==> config.mk <==
export PLATFORM = sky130hd
export DESIGN_NAME = sha256_w_sched_ctrl
export DESIGN_NICKNAME = d
export VERILOG_FILES = /design/src/rtl/sha256_w_sched_ctrl_pkg.sv /design/src/rtl/sha256_w_expand_step.sv /design/src/rtl/sha256_w_sched_ctrl.sv
export SDC_FILE = /design/constraint.sdc
export NUM_CORES = 1
export LEC_CHECK = 0
export BUFFER_PORTS_ARGS = -buffer_cell sky130_fd_sc_hd__buf_2
export CAP_MARGIN = 20
export CORE_MARGIN = 5
export CORE_UTILIZATION = 45
export DETAILED_ROUTE_END_ITERATION = 10
export PLACE_DENSITY = 0.66
export SLEW_MARGIN = 20
export SYNTH_ARGS = -nofsm -noshare
export SYNTH_HDL_FRONTEND = slang
export SYNTH_SLANG_ARGS = --single-unit
==> constraint.sdc <==
create_clock -name CLK -period 23.9 [get_ports CLK]
set_clock_uncertainty 0.1 [all_clocks]
set_input_delay 3.585 -clock CLK [delete_from_list [all_inputs] [get_ports CLK]]
set_output_delay 3.585 -clock CLK [all_outputs]
set_load 0.02 [all_outputs]
==> src/rtl/sha256_w_sched_ctrl_pkg.sv <==
// Shared SHA-256 message-schedule constants, sigma rotate/shift amounts and FSM state type.
package sha256_w_sched_ctrl_pkg;

  localparam int WORD_W         = 32;
  localparam int BLK_W          = 512;
  localparam int WIN_WORDS      = BLK_W / WORD_W;
  localparam int ROUNDS_DEFAULT = 64;
  localparam int IDX_W          = 6;

  localparam int S0_ROT_A = 7;
  localparam int S0_ROT_B = 18;
  localparam int S0_SHR   = 3;
  localparam int S1_ROT_A = 17;
  localparam int S1_ROT_B = 19;
  localparam int S1_SHR   = 10;

  typedef enum logic {
    ST_IDLE = 1'b0,
    ST_EMIT = 1'b1
  } state_t;

  function automatic logic [WORD_W-1:0] rotr(input logic [WORD_W-1:0] x, input int n);
    return (x >> n) | (x << (WORD_W - n));
  endfunction

endpackage

==> src/rtl/sha256_w_expand_step.sv <==
// One SHA-256 schedule expansion: W[t+16] = s1(W[t+14]) + W[t+9] + s0(W[t+1]) + W[t].
module sha256_w_expand_step
  import sha256_w_sched_ctrl_pkg::*;
(
  input  logic [WORD_W-1:0] w_t,
  input  logic [WORD_W-1:0] w_t1,
  input  logic [WORD_W-1:0] w_t9,
  input  logic [WORD_W-1:0] w_t14,
  output logic [WORD_W-1:0] w_next
);

  logic [WORD_W-1:0] sig0;
  logic [WORD_W-1:0] sig1;

  assign sig0   = rotr(w_t1, S0_ROT_A) ^ rotr(w_t1, S0_ROT_B) ^ (w_t1 >> S0_SHR);
  assign sig1   = rotr(w_t14, S1_ROT_A) ^ rotr(w_t14, S1_ROT_B) ^ (w_t14 >> S1_SHR);
  // Carries beyond bit 31 fall off naturally at the 32-bit result width.
  assign w_next = sig1 + w_t9 + sig0 + w_t;

endmodule

==> src/rtl/sha256_w_sched_ctrl.sv <==
// SHA-256 message schedule controller: accepts a 512-bit block and streams W[0..ROUNDS-1]
// over a valid/ready interface using a 16-word sliding window.
module sha256_w_sched_ctrl
  import sha256_w_sched_ctrl_pkg::*;
#(
  parameter int ROUNDS = ROUNDS_DEFAULT
)
(
  input  logic              CLK,
  input  logic              RST,
  input  logic              blk_valid,
  output logic              blk_ready,
  input  logic [BLK_W-1:0]  blk_data,
  input  logic              abort,
  output logic              w_valid,
  input  logic              w_ready,
  output logic [WORD_W-1:0] w_data,
  output logic [IDX_W-1:0]  w_idx,
  output logic              w_last,
  output logic              busy
);

  localparam logic [IDX_W-1:0] LAST_IDX = IDX_W'(ROUNDS - 1);

  state_t            state_reg;
  logic              w_valid_reg;
  logic              w_last_reg;
  logic [IDX_W-1:0]  w_idx_reg;
  logic [WORD_W-1:0] window_reg [WIN_WORDS];
  logic [WORD_W-1:0] shift_src  [WIN_WORDS];
  logic [WORD_W-1:0] w_new;
  logic              accept;
  logic              handshake;

  assign blk_ready = (state_reg == ST_IDLE) && !abort;
  assign accept    = blk_valid && blk_ready;
  // w_valid is only ever high in EMIT, so this handshake cannot fire in IDLE.
  assign handshake = w_valid_reg && w_ready;

  sha256_w_expand_step u_expand (
    .w_t    (window_reg[0]),
    .w_t1   (window_reg[1]),
    .w_t9   (window_reg[9]),
    .w_t14  (window_reg[14]),
    .w_next (w_new)
  );

  for (genvar gi = 0; gi < WIN_WORDS; gi++) begin : g_shift
    if (gi < WIN_WORDS - 1) begin : g_mid
      assign shift_src[gi] = window_reg[gi + 1];
    end else begin : g_top
      assign shift_src[gi] = w_new;
    end
  end

  always_ff @(posedge CLK) begin
    if (RST) begin
      for (int i = 0; i < WIN_WORDS; i++) window_reg[i] <= '0;
    end else if (accept) begin
      for (int i = 0; i < WIN_WORDS; i++)
        window_reg[i] <= blk_data[BLK_W - 1 - WORD_W * i -: WORD_W];
    end else if (handshake && !abort) begin
      for (int i = 0; i < WIN_WORDS; i++) window_reg[i] <= shift_src[i];
    end
  end

  always_ff @(posedge CLK) begin
    if (RST) begin
      state_reg   <= ST_IDLE;
      w_valid_reg <= 1'b0;
      w_idx_reg   <= '0;
      w_last_reg  <= 1'b0;
    end else begin
      case (state_reg)
        ST_IDLE: begin
          if (accept) begin
            state_reg   <= ST_EMIT;
            w_valid_reg <= 1'b1;
            w_idx_reg   <= '0;
            w_last_reg  <= 1'b0;
          end
        end
        ST_EMIT: begin
          if (abort) begin
            state_reg   <= ST_IDLE;
            w_valid_reg <= 1'b0;
            w_last_reg  <= 1'b0;
          end else if (handshake) begin
            if (w_last_reg) begin
              state_reg   <= ST_IDLE;
              w_valid_reg <= 1'b0;
              w_last_reg  <= 1'b0;
            end else begin
              w_idx_reg  <= w_idx_reg + 1'b1;
              w_last_reg <= (w_idx_reg == LAST_IDX - 1'b1);
            end
          end
        end
        default: begin
          state_reg   <= ST_IDLE;
          w_valid_reg <= 1'b0;
        end
      endcase
    end
  end

  assign w_valid = w_valid_reg;
  assign w_idx   = w_idx_reg;
  assign w_last  = w_last_reg;
  assign w_data  = window_reg[0];
  assign busy    = (state_reg != ST_IDLE);

endmodule

# After elaboration in Yosys (flattened, before gate mapping)
# Memories as Yosys holds them, arrays and structs flattened.
# Index checks and enable logic that the tools add are counted.
totals:
  reg_bits: 9
  wordCells: 125
  input_bits: 517
  mem_count: 1
  ramBits: 512
mem_list:
  columns: ["memory", "depth", "width", "read_ports", "rd_clocked_by_memory_dff", "write_ports", "line_no", "text"]
  rows:
  - ["window_reg", 16, 32, 16, 0, 16, "sha256_w_sched_ctrl.sv:29", "logic [WORD_W-1:0] window_reg [WIN_WORDS];"]
classes:
  bitwise_logic: 41
  n_addsub: 4
  n_reduce_logical: 8
  n_eq_ne: 7
  muxes: 60
ops:
  columns: ["op", "n"]
  rows:
  - ["2-to-1 mux 32 bit", 32]
  - ["adder 32 bit", 3]
  - ["bitwise XOR 32 bit", 2]
  - ["OR 1 bit", 32]
  - ["OR 13 x 32 -> 32 bit", 1]
  - ["OR 14 x 32 -> 32 bit", 1]
  - ["OR 15 x 32 -> 32 bit", 1]
  - ["OR 25 x 32 -> 32 bit", 1]
  - ["bitwise XOR 32 x 22 -> 32 bit", 1]
  - ["bitwise XOR 32 x 29 -> 32 bit", 1]
  - ["2-to-1 mux 6 bit", 4]
  - ["2-to-1 mux 1 bit", 20]
  - ["case mux 6 bit (2 select lines)", 1]
  - ["adder 6 x 1 -> 6 bit, second input constant", 1]
  - ["== test 6 bit, second input constant", 1]
  - ["!= test 2 bit, second input constant", 3]
  - ["!= test 3 x 2 -> 1 bit, second input constant", 2]
  - ["case mux 1 bit (2 select lines)", 3]
  - ["logical AND 1 bit", 4]
  - ["AND reduction 4 bit", 1]
  - ["AND reduction 3 bit", 1]
  - ["!= test 2 x 1 -> 1 bit, second input constant", 1]
  - ["AND reduction 2 bit", 1]
  - ["zero test 1 bit", 1]
  - ["NOT 1 bit", 1]

# Logic depth before layout (Yosys ltp)
# Gate-level depths: netlist of run 1.
depth:
  depth_word: 8
  ltp_mapped: 17
  ltp_nobuf: 17

# Hierarchy
# A second synthesis of run 1 with hierarchy kept.
hier_totals:
  cells_unflattened: 1739
  area_unflattened_um2: 25732.2
modules_own_cells:
  columns: ["module", "seq_area_each_um2", "cells_per_inst", "n_inst", "area_each_um2"]
  rows:
  - ["sha256_w_sched_ctrl", 15554.9, 1213, 1, 21404.3]
  - ["sha256_w_expand_step", 0.0, 526, 1, 4327.9]

# Least setup slack after synthesis of run 1
# Ideal clock, no wire load.
synth_timing:
  path_type: "in2reg"
  start: "input abort"
  end: "memory window_reg[3][4] (netlist: window_reg[0][100]) (enable)"
  t_arrival_ns: 8.493
  stages: 6
  setup_slack_ns: 13.542
  n_path_buf: 3
  required_time_ns: 22.035
  setup_ns: 1.765
  path_cell_list: "clkbuf_1 > nor2_1 > a21oi_1 > clkbuf_1 > buf_1 > nand2_1"
synth_rtl:
  columns: ["element", "line_no", "text"]
  rows:
  - ["from (decl)", "sha256_w_sched_ctrl.sv:14", "input logic abort,"]
  - ["to (decl)", "sha256_w_sched_ctrl.sv:29", null]

# Worst setup path after layout of run 1
layout_timing:
  start: "input abort"
  end: "output blk_ready"
layout_between:
  elab_chain_cells: 2
layout_rtl:
  columns: ["element", "line_no", "text"]
  rows:
  - ["zero test 1 bit", "sha256_w_sched_ctrl.sv:35", "assign blk_ready = (state_reg == ST_IDLE) && !abort;"]
  - ["logical AND 1 bit", "sha256_w_sched_ctrl.sv:35", null]
  - ["to (decl)", "sha256_w_sched_ctrl.sv:12", "output logic blk_ready,"]
# Every way passes these cells.

==> results.txt, run 1 <==
Distinct cells, synth: 50
fin crit period: 7750 ps
wire length per cell: 28.4 µm
Yosys top cell area share: 0.612
leak pwr: 12.7 nW
Post-CTS Hold Buffers: 0
most numerous cell on the critical path: buf_2
FFs w/ async S/R, synth: 0
vias in the first global route: 17,294
Routed WL: 88,000 µm
Initial Util: 0.455
die area: 60,600 µm²
Clock Path Buffers: 3
Post-route DRC: 0
Area Growth Syn to Fin: 20.9%
# setup viols final: 0
setup_tns: 0 ps
Die Height: 246 µm
ys flop type: edfxtp_1
RSZ-0062 raised after global routing: false
Req. time, crit path: 20,220 ps
fin nets: 2,903
clock-pin slew on the worst setup and hold paths: 60 ps
GR Overflow Total: 0
Critical-path top delay cell: buf_2
# Max-Cap Violations: 0
yosys warns: 0
pin slew with the least headroom to its limit: 1120 ps
share of layout cells above drive strength 1: 0.284
Largest register FFs: 512
first-pass GRT wire length: 121,000 µm
Post-synth EDFFs: 512
number of CTS-inserted buffers: 54
Critical Path, Cell by Cell: buf_2 > nor2_1 > buf_2
Clk Latency, worst-skew pair: 600 ps
crit path DAT: 4060 ps
Syn Area/Cell: 14.1 µm²
Post-CTS Resized: 0
total core area: 55,200 µm²
Synth Register Bits: 521
cell taking the most area after synthesis: edfxtp_1
Final Hold Fails: 0
Max Clock Freq: 129 MHz
Post-Syn Area: 25,100 µm²
worst ir drop on vdd: 0.0000521 V
die width: 246 µm
antenna violations before repair: 19
fillers: 4,677
Hold Crit Class: reg2reg
worst rel slew slack: 0.256
Synth area leaders: edfxtp_1, a22o_1, fa_1
CP peak stage delay: 180 ps
Initial DRT Pass Iterations: 5
hpwl dp: 66,700 µm
critical path peak fanout: 10
Worst Setup Path Type: in2out
startpoint types: input port
CTS root buffer: clkbuf_16
H-tree levels: 2
Synth Net Count: 2,397
row count: 86
port bufs: 558
Final Max Tran Viols: 0
run status: finished, final reports clean
vias: 17,912
post-route ant nets: 0
largest net degree at the start of global routing: 154
cell with the most instances after synthesis: edfxtp_1
Post-CTS Setup Bufs: 0
RD Place Congestion: 0.987
Via-to-Cell Ratio: 5.78
clock sink count: 521
Seq/Total Area, Yosys: 0.619
gr usage total: 0.276
synth cell count leaders: edfxtp_1, a22o_1, inv_1
DP Cell Count: 2,983
Post-Syn Instances: 1,785
crit end category: primary output
Final period util: 0.324
final instance count without filler cells: 3,098
Pwr per Cell Area: 92.8 nW/µm²
DRT iter0 DRCs: 2,137
TritonCTS clock tree: done
Top Ports: 559
## logic make-up after synthesis
group                      count (synthesis)  synth area share
adders and majority gates                 95            0.0659
buffers and inverters                    251            0.0377
DFF                                      521             0.619
muxes                                      1          0.000399
and+or+nand+nor                          162            0.0294
xor gates and xnor gates                 150            0.0523
AOI/OAI and AO/OA                        605             0.195
## worst max-delay path, delay by kind of cell
family / cells / cell delay [ps]
and+or+nand+nor: 1 / 140
buffers and inverters: 2 / 340
## metal layers
metal,GRT usage,up-vias,share of wire
li1,-,7926,-
met1,0.371,8975,0.40
met2,0.463,903,0.49
met3,0.0614,98,0.091
met4,0.0591,10,0.019
met5,0,-,0.00070
## area by class of cell
| cell class | instances | area [µm²] | share of cell area |
|---|---|---|---|
| Timing Repair Buffer | 574 | 2930 | 0.0966 |
| Inverter | 127 | 477 | 0.0157 |
| Clock inverter | 32 | 357 | 0.0117 |
| Tap cell | 748 | 936 | 0.0308 |
| Multi-Input combinational cell | 1013 | 8660 | 0.285 |
| Clock buffer | 64 | 1390 | 0.0458 |
| Sequential cell | 521 | 15600 | 0.513 |
| Antenna cell | 19 | 47.5 | 0.00157 |
## power by group
group | internal, mW | switching (mW)
sequential | 1.08 | 0.0507
clock | 0.490 | 0.356
combinational | 0.305 | 0.530
## path summary, 6_finish.rpt
path                       from                 end  cells past startpoint  slack, ps
max reg2reg  window_reg[0][468]  window_reg[0][505]                     16      18680
min reg2reg  window_reg[0][140]  window_reg[0][108]                      1        430
min          window_reg[0][140]  window_reg[0][108]                      1        430
max                       abort           blk_ready                      3      16150
## cells in the final DEF, fill, tap and decap left out, types with 5 or more instances in the layout
cell type    n
a21o_1      14
a21oi_1     33
a22o_1     456
buf_2      558
buf_4       13
bufinv_16    7
clkbuf_1    10
clkbuf_16   54
clkinv_1    10
clkinv_2     7
dfxtp_1      9
diode_2     19
edfxtp_1   512
fa_1        62
ha_1        33
inv_1      127
nand2_1     83
nand3_1      9
nand4_1     12
nor2_1      21
nor2b_1      5
nor3_1       6
o21ai_0     64
xnor2_1     87
xor2_1      63
## per-stage QoR
step	hold slack, ps	utilization	setup WS [ps]	total power, mW	cell area [µm²]
after detailed placement	418	0.517	16160	1.96	28500
after CTS	431	0.549	16150	2.81	30300
after global placement	401	0.517	16120	1.96	28500
after global routing	446	0.549	16130	2.93	30300
after floorplan	412	-	13540	1.66	25100
final	430	0.550	16150	2.82	30300
Power figures use the tool's default switching activity.
==> run 2, diff against run 1 <==
--- a/config.mk
+++ b/config.mk
@@ -10,7 +10,7 @@
 export CORE_MARGIN = 5
 export CORE_UTILIZATION = 45
 export DETAILED_ROUTE_END_ITERATION = 10
-export PLACE_DENSITY = 0.66
+export PLACE_DENSITY = 0.69
 export SLEW_MARGIN = 20
 export SYNTH_ARGS = -nofsm -noshare
 export SYNTH_HDL_FRONTEND = slang
==> constraint.sdc (replaced) <==
create_clock -name CLK -period 6.4 [get_ports CLK]
set_clock_uncertainty 0.1 [all_clocks]
set_input_delay 0.96 -clock CLK [delete_from_list [all_inputs] [get_ports CLK]]
set_output_delay 0.96 -clock CLK [all_outputs]
set_load 0.02 [all_outputs]
==> run 2 against run 1 <==
Net effect: hold slack worse by 8.7 ps; core utilization increased by 0.26 points; non-clock buffer count fell by 2; critical path type is now reg2reg; sequential share of layout area fell by 0.24 points; clock-buffer cell count decreased by 1; largest cell class unchanged; combinational power increased to 3.8 times the previous value; final cell count barely moved; critical endpoint is now window_reg[0][510]; highest routed layer unchanged; die area unchanged.
==> results.txt, run 2 (same netlist as run 1, synthesis figures left out) <==
run status: finished, final reports clean
worst rel slew slack: 0.191
Area after DPL: 28,600 µm²
gr usage total: 0.289
crit end category: register
fin nets: 2,901
Critical Path, Cell by Cell: xor2_1 > xnor2_1 > fa_1 > fa_1 > inv_1 > ha_1 > a21oi_1 > o22ai_1 > a32o_1 > nor4bb_1 > o21ai_0 > o31a_1 > xnor2_1 > o21ai_0
Hold Crit Class: reg2reg
Clock Path Buffers: 3
Post-route DRC: 0
Final Max Tran Viols: 0
reg2reg end: window_reg[0][510]
GR Overflow Total: 0
Initial DRT Pass Iterations: 7
Pwr per Cell Area: 351 nW/µm²
die area: 60,600 µm²
first-pass GRT wire length: 125,000 µm
Post-CTS Setup Bufs: 0
antenna violations before repair: 26
total core area: 55,200 µm²
share of layout cells above drive strength 1: 0.286
Final period util: 0.765
Clk Latency, worst-skew pair: 630 ps
H-tree levels: 2
Worst Setup Path Type: reg2reg
multi-input combinational cell area: 8670 µm²
setup_tns: 0 ps
Final Instance Area: 30,500 µm²
Via-to-Cell Ratio: 5.78
fillers: 4,626
Post-CTS Hold Buffers: 0
crit path DAT: 5140 ps
row count: 86
Top Ports: 559
vias in the first global route: 17,817
Hold WS: 422 ps
number of CTS-inserted buffers: 54
Post-CTS Resized: 0
TritonCTS clock tree: done
Initial Util: 0.455
port bufs: 558
leak pwr: 12.7 nW
hold path depth: 1
critical path peak fanout: 6
fin crit period: 4890 ps
Final Hold Fails: 0
Critical-path top delay cell: nor4bb_1
# setup viols final: 0
DRT iter0 DRCs: 1,888
RSZ-0062 raised after global routing: false
largest net degree at the start of global routing: 188
die width: 246 µm
flop-to-flop setup slack: 1510 ps
Sequential Area: 15,600 µm²
delay-heaviest family, CP: adder cells
worst ir drop on vdd: 0.000218 V
Area Growth Syn to Fin: 21.4%
CP peak stage delay: 530 ps
cell count of the worst reg-to-reg path: 14
vias: 17,887
wire length per cell: 29.6 µm
WP buf/inv: 1
DP Cell Count: 2,980
Die Height: 246 µm
Max Clock Freq: 204 MHz
post-route ant nets: 0
clock sink count: 521
Routed WL: 91,600 µm
clock-pin slew on the worst setup and hold paths: 70 ps
Req. time, crit path: 6650 ps
startpoint types: register
end of the worst hold path: window_reg[0][101]
most frequent cells in the layout: buf_2, edfxtp_1, a22o_1
# Max-Cap Violations: 0
Largest register FFs: 512
CTS root buffer: clkbuf_16
commonest non-fill, non-tap cell in the layout: buf_2
HP Start: window_reg[0][133]
hpwl dp: 70,100 µm
RR Startpoint: window_reg[0][472]
final instance count without filler cells: 3,096
pin slew with the least headroom to its limit: 1210 ps
RD Place Congestion: 0.947
## run 2: cell count changes in the layout (fill, tap and decap cells not counted), moves of 2 or more
| cell | change |
|---|---|
| buf_12 | +4 |
| buf_4 | -5 |
| buf_6 | -2 |
| clkbuf_1 | -2 |
| clkinv_1 | -2 |
| clkinv_16 | +2 |
| clkinv_4 | +2 |
| nand2_4 | -2 |
| nand2_8 | +2 |
## run 2: cell type report
class | instances | area share
diodes | 18 | 0.00148
clock buffers | 63 | 0.0461
clock inverters | 34 | 0.0137
inverters | 127 | 0.0156
multi-input cells | 1013 | 0.284
flip-flops and latches | 521 | 0.510
well taps | 748 | 0.0307
repair buffers | 572 | 0.0977
## run 2: report_power, final
part           leakage [nW]  switching, mW  total, mW  internal, mW
Clock                 0.885           1.41       3.28          1.87
Combinational          6.34           2.04       3.19          1.15
Sequential             5.49          0.172       4.22          4.05
Total                  12.7           3.63       10.7          7.07
## run 2: how the worst max path moves through the flow
stage / start / endpoint / slack [ps] / cells after the start
after detailed placement: window_reg[0][468] / window_reg[0][509] / 1590 / 16
after global placement: window_reg[0][466] / window_reg[0][509] / 1690 / 16
after floorplan: abort / window_reg[0][100] / 930 / 6
after global routing: window_reg[0][468] / window_reg[0][509] / 1180 / 16
after CTS: window_reg[0][468] / window_reg[0][509] / 1520 / 16
final: window_reg[0][472] / window_reg[0][510] / 1510 / 14
## run 2: routing by layer
metal  wire length (µm)  GRT usage  vias up  part of all wire
met5                161          0        -            0.0018
met1              35200      0.372     8884              0.38
met3               9380     0.0875      168              0.10
met2              43200      0.465      893              0.47
li1                   -          -     7918                 -
met4               3720      0.110       24             0.041
## run 2: per-stage QoR
step / utilization / worst slack [ps] / power, mW
floorplan: - / 933 / 6.18
global placement: 0.518 / 1690 / 7.45
detailed placement: 0.518 / 1590 / 7.43
CTS: 0.551 / 1520 / 10.7
global route: 0.552 / 1180 / 11.1
finish: 0.552 / 1510 / 10.7
==> run 3, diff against run 2 <==
==> constraint.sdc (replaced) <==
create_clock -name CLK -period 4.1 [get_ports CLK]
set_clock_uncertainty 0.1 [all_clocks]
set_input_delay 0.615 -clock CLK [delete_from_list [all_inputs] [get_ports CLK]]
set_output_delay 0.615 -clock CLK [all_outputs]
set_load 0.02 [all_outputs]
==> run 3 against run 2 <==
Net effect: the run now ends with negative setup slack left; worst setup slack got worse by 1700 ps; clock power increased by 53%; sequential share of layout area fell by 3.6 points; sequential power is 55% higher; register-to-register slack worse by 1700 ps; die area unchanged; via count up 5.0%; fmax increased by 13%; global-route usage is 1.1 points higher; non-clock buffer count increased by 211; core utilization up 4.1 points; largest power group is now combinational cells.
==> results.txt, run 3 (same netlist as run 1, synthesis figures left out) <==
cell count of the worst reg-to-reg path: 16
Clk Latency, worst-skew pair: 630 ps
Critical Path, Cell by Cell: buf_4 > xor2_1 > xnor2_1 > fa_1 > fa_1 > inv_1 > ha_1 > a21oi_1 > o21ai_0 > nand4_1 > nor4bb_1 > buf_4 > o21ai_4 > o31a_1 > xnor2_1 > o21ai_1
Max Clock Freq: 230 MHz
violated checks: negative setup slack
die width: 246 µm
Initial DRT Pass Iterations: 5
post-route ant nets: 0
DP Cell Count: 3,159
flop-to-flop setup slack: -240 ps
Post-route DRC: 0
Critical-path top delay cell: fa_1
fin crit period: 4340 ps
pin slew with the least headroom to its limit: 1010 ps
hold path depth: 3
leak pwr: 13.9 nW
CTS root buffer: clkbuf_16
final setup margin: -241 ps
Hold Crit Class: in2reg
CP peak stage delay: 520 ps
# Max-Cap Violations: 0
Routed WL: 94,600 µm
most frequent cells in the layout: buf_2, edfxtp_1, a22o_1
Final period util: 1.06
Die Height: 246 µm
RSZ-0062 raised after global routing: true
clock-pin slew on the worst setup and hold paths: 60 ps
end of the worst hold path: window_reg[0][273]
Area Growth Syn to Fin: 30.5%
final instance count without filler cells: 3,316
Req. time, crit path: 4380 ps
antenna violations before repair: 24
multi-input combinational cell area: 9230 µm²
row count: 86
GR Overflow Total: 0
critical path peak fanout: 5
Initial Util: 0.455
Sequential Area: 15,600 µm²
Largest register FFs: 512
crit path DAT: 4620 ps
port bufs: 558
largest net degree at the start of global routing: 130
crit end category: register
DRT iter0 DRCs: 1,700
vias in the first global route: 18,991
fin nets: 3,113
total core area: 55,200 µm²
startpoint types: register
first-pass GRT wire length: 131,000 µm
fillers: 4,464
Worst Setup Path Type: reg2reg
Final Hold Fails: 0
worst rel slew slack: 0.323
H-tree levels: 2
run status: complete, but fails checks
number of CTS-inserted buffers: 55
Clock Path Buffers: 3
reg2reg end: window_reg[0][510]
commonest non-fill, non-tap cell in the layout: buf_2
Pwr per Cell Area: 572 nW/µm²
TritonCTS clock tree: done
die area: 60,600 µm²
HP Start: blk_data[241]
RR Startpoint: window_reg[0][470]
worst ir drop on vdd: 0.000350 V
Top Ports: 559
Via-to-Cell Ratio: 5.66
clock sink count: 521
Final Util: 0.594
hpwl dp: 73,400 µm
wire length per cell: 28.5 µm
share of layout cells above drive strength 1: 0.376
Final Max Tran Viols: 0
vias: 18,784
RD Place Congestion: 0.930
setup_tns: -1700 ps
# setup viols final: 14
gr usage total: 0.300
setup slack at placement: -379 ps
## run 3: power breakdown
group          internal [mW]  switching, mW
logic                   3.35           3.85
registers               6.31          0.216
clock network           2.80           2.22
## run 3: what timing repair did
item / in CTS / in global routing
pin swaps: 8 / 56
gates resized for setup: 32 / 84
gates cloned: 0 / 0
hold buffers: 0 / 0
setup buffers: 14 / 22
setup endpoints to repair: 22 / 23
## run 3: area by class of cell
cell class                      instances  area share
Clock buffer                           63      0.0429
Antenna cell                           21     0.00160
Timing Repair Buffer                  783       0.144
Clock inverter                         40      0.0120
Sequential cell                       521       0.475
Inverter                              127      0.0145
Tap cell                              748      0.0286
Multi-Input combinational cell       1013       0.282
## run 3: stage by stage
step	area, µm²	hold slack [ps]	total power [mW]
2_1_floorplan	25100	412	9.63
3_3_place_gp	30100	398	12.7
4_1_cts	32200	118	18.0
3_5_place_dp	30100	409	12.7
6_report	32800	152	18.7
5_1_grt	32700	129	19.5
## run 3: how the worst max path moves through the flow
stage | cells after the start | endpoint | from
final | 16 | window_reg[0][510] | window_reg[0][470]
after global routing | 14 | window_reg[0][511] | window_reg[0][467]
after CTS | 16 | window_reg[0][511] | window_reg[0][466]
after detailed placement | 15 | window_reg[0][510] | window_reg[0][474]
after global placement | 15 | window_reg[0][510] | window_reg[0][474]
after floorplan | 16 | window_reg[0][511] | window_reg[0][468]
## run 3: critical path, delay by kind of cell, from the launching register on
kind | cells | cell delay (ps)
flops | 1 | 500
simple gates | 2 | 410
buf+inv | 3 | 430
compound gates | 5 | 900
fa+ha+maj | 3 | 1280
xor+xnor | 3 | 480
## run 3: routing by layer
metal  global-route usage  share of wire
met5                    0         0.0010
met4               0.0834          0.032
met3               0.0784          0.094
met2                0.495           0.48
met1                0.396           0.39
